File: src/rtl/aes_p2s_pkg.sv
// Shared types and helpers for the AES/DES parallel-to-serial stream converter.
// Holds the FSM state encoding and the lane-counter width function.
package aes_p2s_pkg;

    typedef enum logic [0:0] {
        P2S_IDLE,
        P2S_SHIFT
    } p2s_state_t;

    // Width of the lane counter: ceil(log2(lanes)), but never narrower than one bit.
    function automatic int p2s_cnt_w(input int lanes);
        int w;
        w = 0;
        for (int i = 0; i < 32; i++) begin
            if ((1 << w) < lanes) begin
                w = w + 1;
            end
        end
        return (w < 1) ? 1 : w;
    endfunction

endpackage

File: src/rtl/aes_stream_serializer.sv
// Parallel-to-serial converter: one LANES*DATA_W word in, LANES beats of DATA_W out.
// Define AES_P2S_BACK2BACK_EN to accept the next word on the last-beat handshake (no bubble).
module aes_stream_serializer
    import aes_p2s_pkg::*;
#(
    parameter int DATA_W    = 8,
    parameter int LANES     = 4,
    parameter bit MSB_FIRST = 1'b0
) (
    input  logic                       clk,
    input  logic                       rst,
    input  logic                       abort,
    input  logic                       in_valid,
    output logic                       in_ready,
    input  logic [LANES*DATA_W-1:0]    in_data,
    output logic                       out_valid,
    input  logic                       out_ready,
    output logic [DATA_W-1:0]          out_data,
    output logic                       out_last,
    output logic [$clog2(LANES+1)-1:0] out_remaining
);

    localparam int CNT_W = p2s_cnt_w(LANES);
    localparam int REM_W = $clog2(LANES + 1);

`ifdef AES_P2S_BACK2BACK_EN
    localparam bit BACK2BACK = 1'b1;
`else
    localparam bit BACK2BACK = 1'b0;
`endif

    p2s_state_t        state;
    p2s_state_t        state_nxt;
    logic [DATA_W-1:0] shift_reg [LANES];
    logic [DATA_W-1:0] load_lanes [LANES];
    logic [CNT_W-1:0]  lane_cnt;
    logic              last_lane;
    logic              beat;
    logic              load;

    assign last_lane = (lane_cnt == CNT_W'(LANES - 1));
    assign beat      = out_valid && out_ready;
    assign load      = in_valid && in_ready;

    // Abort and reset both veto acceptance so a word can never slip in alongside them.
    always_comb begin
        in_ready = 1'b0;
        if (!rst && !abort) begin
            in_ready = (state == P2S_IDLE) || (BACK2BACK && beat && last_lane);
        end
    end

    // Reorder the incoming word so that slot 0 always holds the first lane to be emitted.
    always_comb begin
        for (int k = 0; k < LANES; k++) begin
            load_lanes[k] = '0;
            if (MSB_FIRST) begin
                load_lanes[k] = in_data[(LANES-1-k)*DATA_W +: DATA_W];
            end else begin
                load_lanes[k] = in_data[k*DATA_W +: DATA_W];
            end
        end
    end

    always_ff @(posedge clk or posedge rst) begin
        if (rst) begin
            state <= P2S_IDLE;
        end else begin
            state <= state_nxt;
        end
    end

    always_comb begin
        state_nxt = state;
        unique case (state)
            P2S_IDLE: begin
                if (load) begin
                    state_nxt = P2S_SHIFT;
                end
            end
            P2S_SHIFT: begin
                if (abort) begin
                    state_nxt = P2S_IDLE;
                end else if (beat && last_lane) begin
                    state_nxt = load ? P2S_SHIFT : P2S_IDLE;
                end
            end
            default: state_nxt = P2S_IDLE;
        endcase
    end

    // A load on the last-beat handshake takes priority over advancing the drained word.
    always_ff @(posedge clk or posedge rst) begin
        if (rst) begin
            lane_cnt <= '0;
            for (int k = 0; k < LANES; k++) begin
                shift_reg[k] <= '0;
            end
        end else if (abort) begin
            lane_cnt <= '0;
        end else if (load) begin
            lane_cnt <= '0;
            for (int k = 0; k < LANES; k++) begin
                shift_reg[k] <= load_lanes[k];
            end
        end else if (beat) begin
            if (!last_lane) begin
                lane_cnt <= lane_cnt + CNT_W'(1);
            end else begin
                lane_cnt <= '0;
            end
            for (int k = 0; k < LANES - 1; k++) begin
                shift_reg[k] <= shift_reg[k+1];
            end
            shift_reg[LANES-1] <= '0;
        end
    end

    always_comb begin
        out_valid     = (state == P2S_SHIFT);
        out_data      = shift_reg[0];
        out_last      = 1'b0;
        out_remaining = '0;
        if (state == P2S_SHIFT) begin
            out_last      = last_lane;
            out_remaining = REM_W'(LANES) - REM_W'(lane_cnt);
        end
    end

endmodule

File: config.mk
export PLATFORM = sky130hd
export DESIGN_NAME = aes_stream_serializer
export DESIGN_NICKNAME = d
export VERILOG_FILES = /design/src/rtl/aes_p2s_pkg.sv /design/src/rtl/aes_stream_serializer.sv
export SDC_FILE = /design/constraint.sdc
export NUM_CORES = 1
export LEC_CHECK = 0
export BUFFER_PORTS_ARGS = -buffer_cell sky130_fd_sc_hd__buf_4
export CAP_MARGIN = 20
export CORE_MARGIN = 8
export CORE_UTILIZATION = 25
export DETAILED_ROUTE_END_ITERATION = 6
export GPL_TIMING_DRIVEN = 0
export HOLD_SLACK_MARGIN = 0.03
export PLACE_DENSITY = 0.55
export SLEW_MARGIN = 20
export SYNTH_ARGS = -nofsm -noshare
export SYNTH_HDL_FRONTEND = slang
export SYNTH_SLANG_ARGS = --single-unit
File: constraint.sdc
create_clock -name clk -period 5.5 [get_ports clk]
set_input_delay 0.55 -clock clk [delete_from_list [all_inputs] [get_ports clk]]
set_output_delay 0.55 -clock clk [all_outputs]
set_load 0.03 [all_outputs]
## Word level (Yosys, flattened, before mapping)

Index checks and enable logic that the tools add are counted.

- Add/subtract/negate cells: 2
- Bitwise operators: 2
- Mux-type cells: 13
- Reduce and logical (&&, ||, !) cells: 9
- Equality and inequality tests: 1

Operator list:

| kind | number |
|---|---|
| $mux W32 | 2 |
| $mux W2 | 4 |
| $mux W1 | 5 |
| $logic_and A1 B1 Y1 | 4 |
| $mux W3 | 1 |
| $reduce_bool A3 Y1 | 1 |
| $sub A3 B2 Y3 const A | 1 |
| $add A2 B1 Y2 const B | 1 |
| $eq A2 B2 Y1 const B | 1 |
| $logic_not A1 Y1 | 2 |
| $not A1 Y1 | 2 |
| $pmux W1 S2 | 1 |
| $reduce_and A2 Y1 | 1 |
| $reduce_bool A2 Y1 | 1 |

- Logic and storage cells: 33
- Output and inout bits: 14
- Register bits: 35

## Longest topological paths before layout

- Depth in word-level cells: 8
- Depth in mapped cells: 5

## Least setup slack after synthesis

Ideal clock, no wire load.

- Path kind: register to register
- From: register state (netlist: out_valid)
- To: register shift_reg (netlist bit out_data[7])
- Cell stages (with the launch flop): 6
- Setup slack: 3.455 ns
- Data required time: 5.375 ns
- Data arrival time: 1.920 ns
- Library setup time: 0.125 ns
- Path through: dfrtp_1 -> buf_6 -> nor4b_4 -> buf_6 -> mux2_4 -> mux2_4

- Word-level cells in the longest chain between the ends: 5
- Elaborated cells between the ends (all ways): 7
- Classes of those cells: 2 x mux; 1 x bitwise; 4 x reduce/logical

RTL lines:

| what | RTL line | source |
|---|---|---|
| start: declaration | aes_stream_serializer.sv:32 | `p2s_state_t state;` |
| start signal: assignment | aes_stream_serializer.sv:69 | `state <= state_nxt;` |
| $not A1 Y1 | n/a |  |
| $mux W1 | aes_stream_serializer.sv:48 | `if (!rst && !abort) begin` |
| $logic_and A1 B1 Y1 | aes_stream_serializer.sv:43 | `assign load = in_valid && in_ready;` |
| $reduce_bool A2 Y1 (no source line) | n/a |  |
| $reduce_and A2 Y1 (no source line) | n/a |  |
| end signal: indexed assignment | aes_stream_serializer.sv:104 | `shift_reg[k] <= load_lanes[k];` |
| end signal: indexed assignment | aes_stream_serializer.sv:113 | `shift_reg[k] <= shift_reg[k+1];` |
| end: declaration | aes_stream_serializer.sv:34 | `logic [DATA_W-1:0] shift_reg [LANES];` |

Several ways; a longest one is shown, not always the timed one.
A chain may end at the register's enable or synchronous reset.

## Worst setup path in the final report

- From: register state (netlist: out_valid)
- To: register shift_reg[20] (netlist name)

The elaborated chain is that of the path after synthesis.

==> metrics.yaml <==
run_status: "complete, no violations"
ios: 51
cts-root-to-sink-buffers: 2
syn_area_per_cell_um2: 14.9
grt_pass1_vias: 1345
yosys.area_share.xor_xnor_pct: 0
syn_inst: 129
synthSimpleGateAreaFrac_pct: 4.49
grt_antenna_before_repair: 0
ir_drop_uv: 89.0
period_minus_slack_ps: 2140
p_sw_share_pct: 29.5
dp_hpwl_um: 3170
grtUsageTotal_pct: 8.03
drt_iter0_drc: 31
tns_ps: 0
power_density_mw_per_mm2: 386
layout_commonest_cell: "buf_4"
synth_seq_cells: 35
wl_per_cell_um: 14.5
fin_crit_sh_pct: 38.8
synth_cell_type_count: 20
rows: 32
criticalPathCategory: "flop to flop"
initial_core_util_pct: 25.3
place.gp.congestion: 0.678
postCtsResizedCells: 0
tightest_slew_ps: 652
placed_area_mm2: 0.00245
final-hold-violation-count: 0
design_area_mm2: 0.00253
clk_pin_slew_ps: 70
numPortBuffers: 49
final_cell_mix: "58 x buf_4, 35 x dfrtp_1, 28 x mux2_4, 10 x mux2_1, 10 x mux2_2"
root_buffer: "clkbuf_8"
required_ps: 5670
drive_above_1_share_pct: 61.0
skew_ps: 2.31
drtAntennaViolNets: 0
holdCritPathClass: "primary input to asynchronous set/reset pin"
n_antenna_cell: 0
max_clock_freq_ghz: 0.468
num_vias: 1149
rsz0062_at_grt: "false"
pwr-share-comb_pct: 40.5
clock_latency_ps: 280
clock-sinks: 35
synth_nets: 168
final_nets: 225
relSlewSlack_pct: 56.4
grt_max_degree: 21
die_y_um: 104
finalSetupViolations: 0
p_clk_share_pct: 18.6
yosysWarnings: 0
seqPwrFrac_pct: 40.9
largest_reg_flops: 24
endpoint_kind: "flop"
crit_path_start_kind: "flop"
synth_compound_area_share_pct: 5.34
cts_tree: "yes"
arrival_ps: 2310
cts_made_buffers: 5
p_sw_mw: 0.288
synth_fa_ha_area_share_pct: 1.30
total_power_mw: 0.975
ff2ff_setup_slack_ps: 3360
area_growth_pct: 31.4
worstPathMaxFanout: 10
first_pass_iters: 3
grt_pass1_wl_um: 6890
syn_area_mm2: 0.00192
ctsHoldBuffers: 0
synth_mux_area_share_pct: 34.6
synth_top_family_by_area: "multiplexers"
grt_overflow_total: 0
routed_wl_um: 4180
p_int_mw: 0.687
die_w_um: 104
maxSlewViolCount: 0
drv_cap: 0
h-tree-depth: 2
core-area_mm2: 0.00761
holdWs_ps: 285
ys_seq_area_share_pct: 45.5
vias_per_cell: 3.98
die_area_mm2: 0.0108
p_leak_nw: 1.23
drc: 0
cts_setup_buffers: 0
cell usage after synthesis:
library cell   n  area, µm²
ha_1           2       25.0
mux2_4        28        420
nor2_1         1       3.75
dfrtp_1       35        876
nor3_1         3       15.0
buf_12         2       40.0
mux2i_1        2       20.0
nand2_1        2       7.51
mux2_2        10        113
nor4b_4        1       23.8
a21oi_4        1       16.3
buf_6          4       45.0
or3b_4         1       11.3
and2_1         4       25.0
buf_4          9       67.6
a31o_2         1       8.76
a22o_1         8       70.1
inv_1          4       15.0
a21o_1         1       7.51
mux2_1        10        113
cell families after synthesis:
kind of cell               after synthesis
muxes                                   50
DFF                                     35
buffers and inverters                   19
and+or+nand+nor                         12
AOI/OAI and AO/OA                       11
adders and majority gates                2
power groups by stage:
stage	combinational, mW	clock [mW]	sequential (mW)
after detailed placement	0.400	0	0.405
after global placement	0.392	0	0.403
after floorplan	0.310	0	0.386
after CTS	0.402	0.189	0.401
final	0.395	0.182	0.399
after global routing	0.422	0.199	0.411
worst paths after layout:
| path | startpoint | endpoint | depth (start not counted) |
|---|---|---|---|
| min reg2reg | shift_reg[4]$_DFFE_PP0P_ | shift_reg[4]$_DFFE_PP0P_ | 1 |
| max reg2reg | out_valid$_DFF_PP0_ | shift_reg[20]$_DFFE_PP0P_ | 5 |
| max in group asynchronous | rst | out_data[0]$_DFFE_PP0P_ | 3 |
| min | rst | shift_reg[20]$_DFFE_PP0P_ | 2 |
| min in group clk | in_data[28] | shift_reg[4]$_DFFE_PP0P_ | 2 |
| max | out_valid$_DFF_PP0_ | shift_reg[20]$_DFFE_PP0P_ | 5 |
final cells by class:
class                      instances  area, µm²
timing repair buffer              50        395
buffer                            15        153
inverter                           4       15.0
clock inverter                     1       5.00
fill                             805       5080
multi-input combinational         75        880
tap                              102        128
clock buffer                       7       76.3
sequential                        35        876
per-layer routing:
metal,global-route usage (%),up-vias,share of wire [%]
met5,0,-,0
li1,-,570,-
met3,3.41,2,6.0
met4,2.79,0,0.60
met2,13.1,26,49
met1,9.23,551,45
critical path, stage by stage, from the launching register on:
cell and delay [ps]:
dfrtp_1 400, buf_6 150, nor4b_4 620, buf_6 250, mux2_1 340, mux2_4 260
through the flow:
step	setup slack (ps)	util, %	cells
2_1_floorplan	3460	-	129
3_3_place_gp	3170	31.8	280
3_5_place_dp	3160	32.2	281
4_1_cts	3280	33.2	289
5_1_grt	3210	33.2	289
6_report	3360	33.2	289
(Power assumes the default switching activity.)
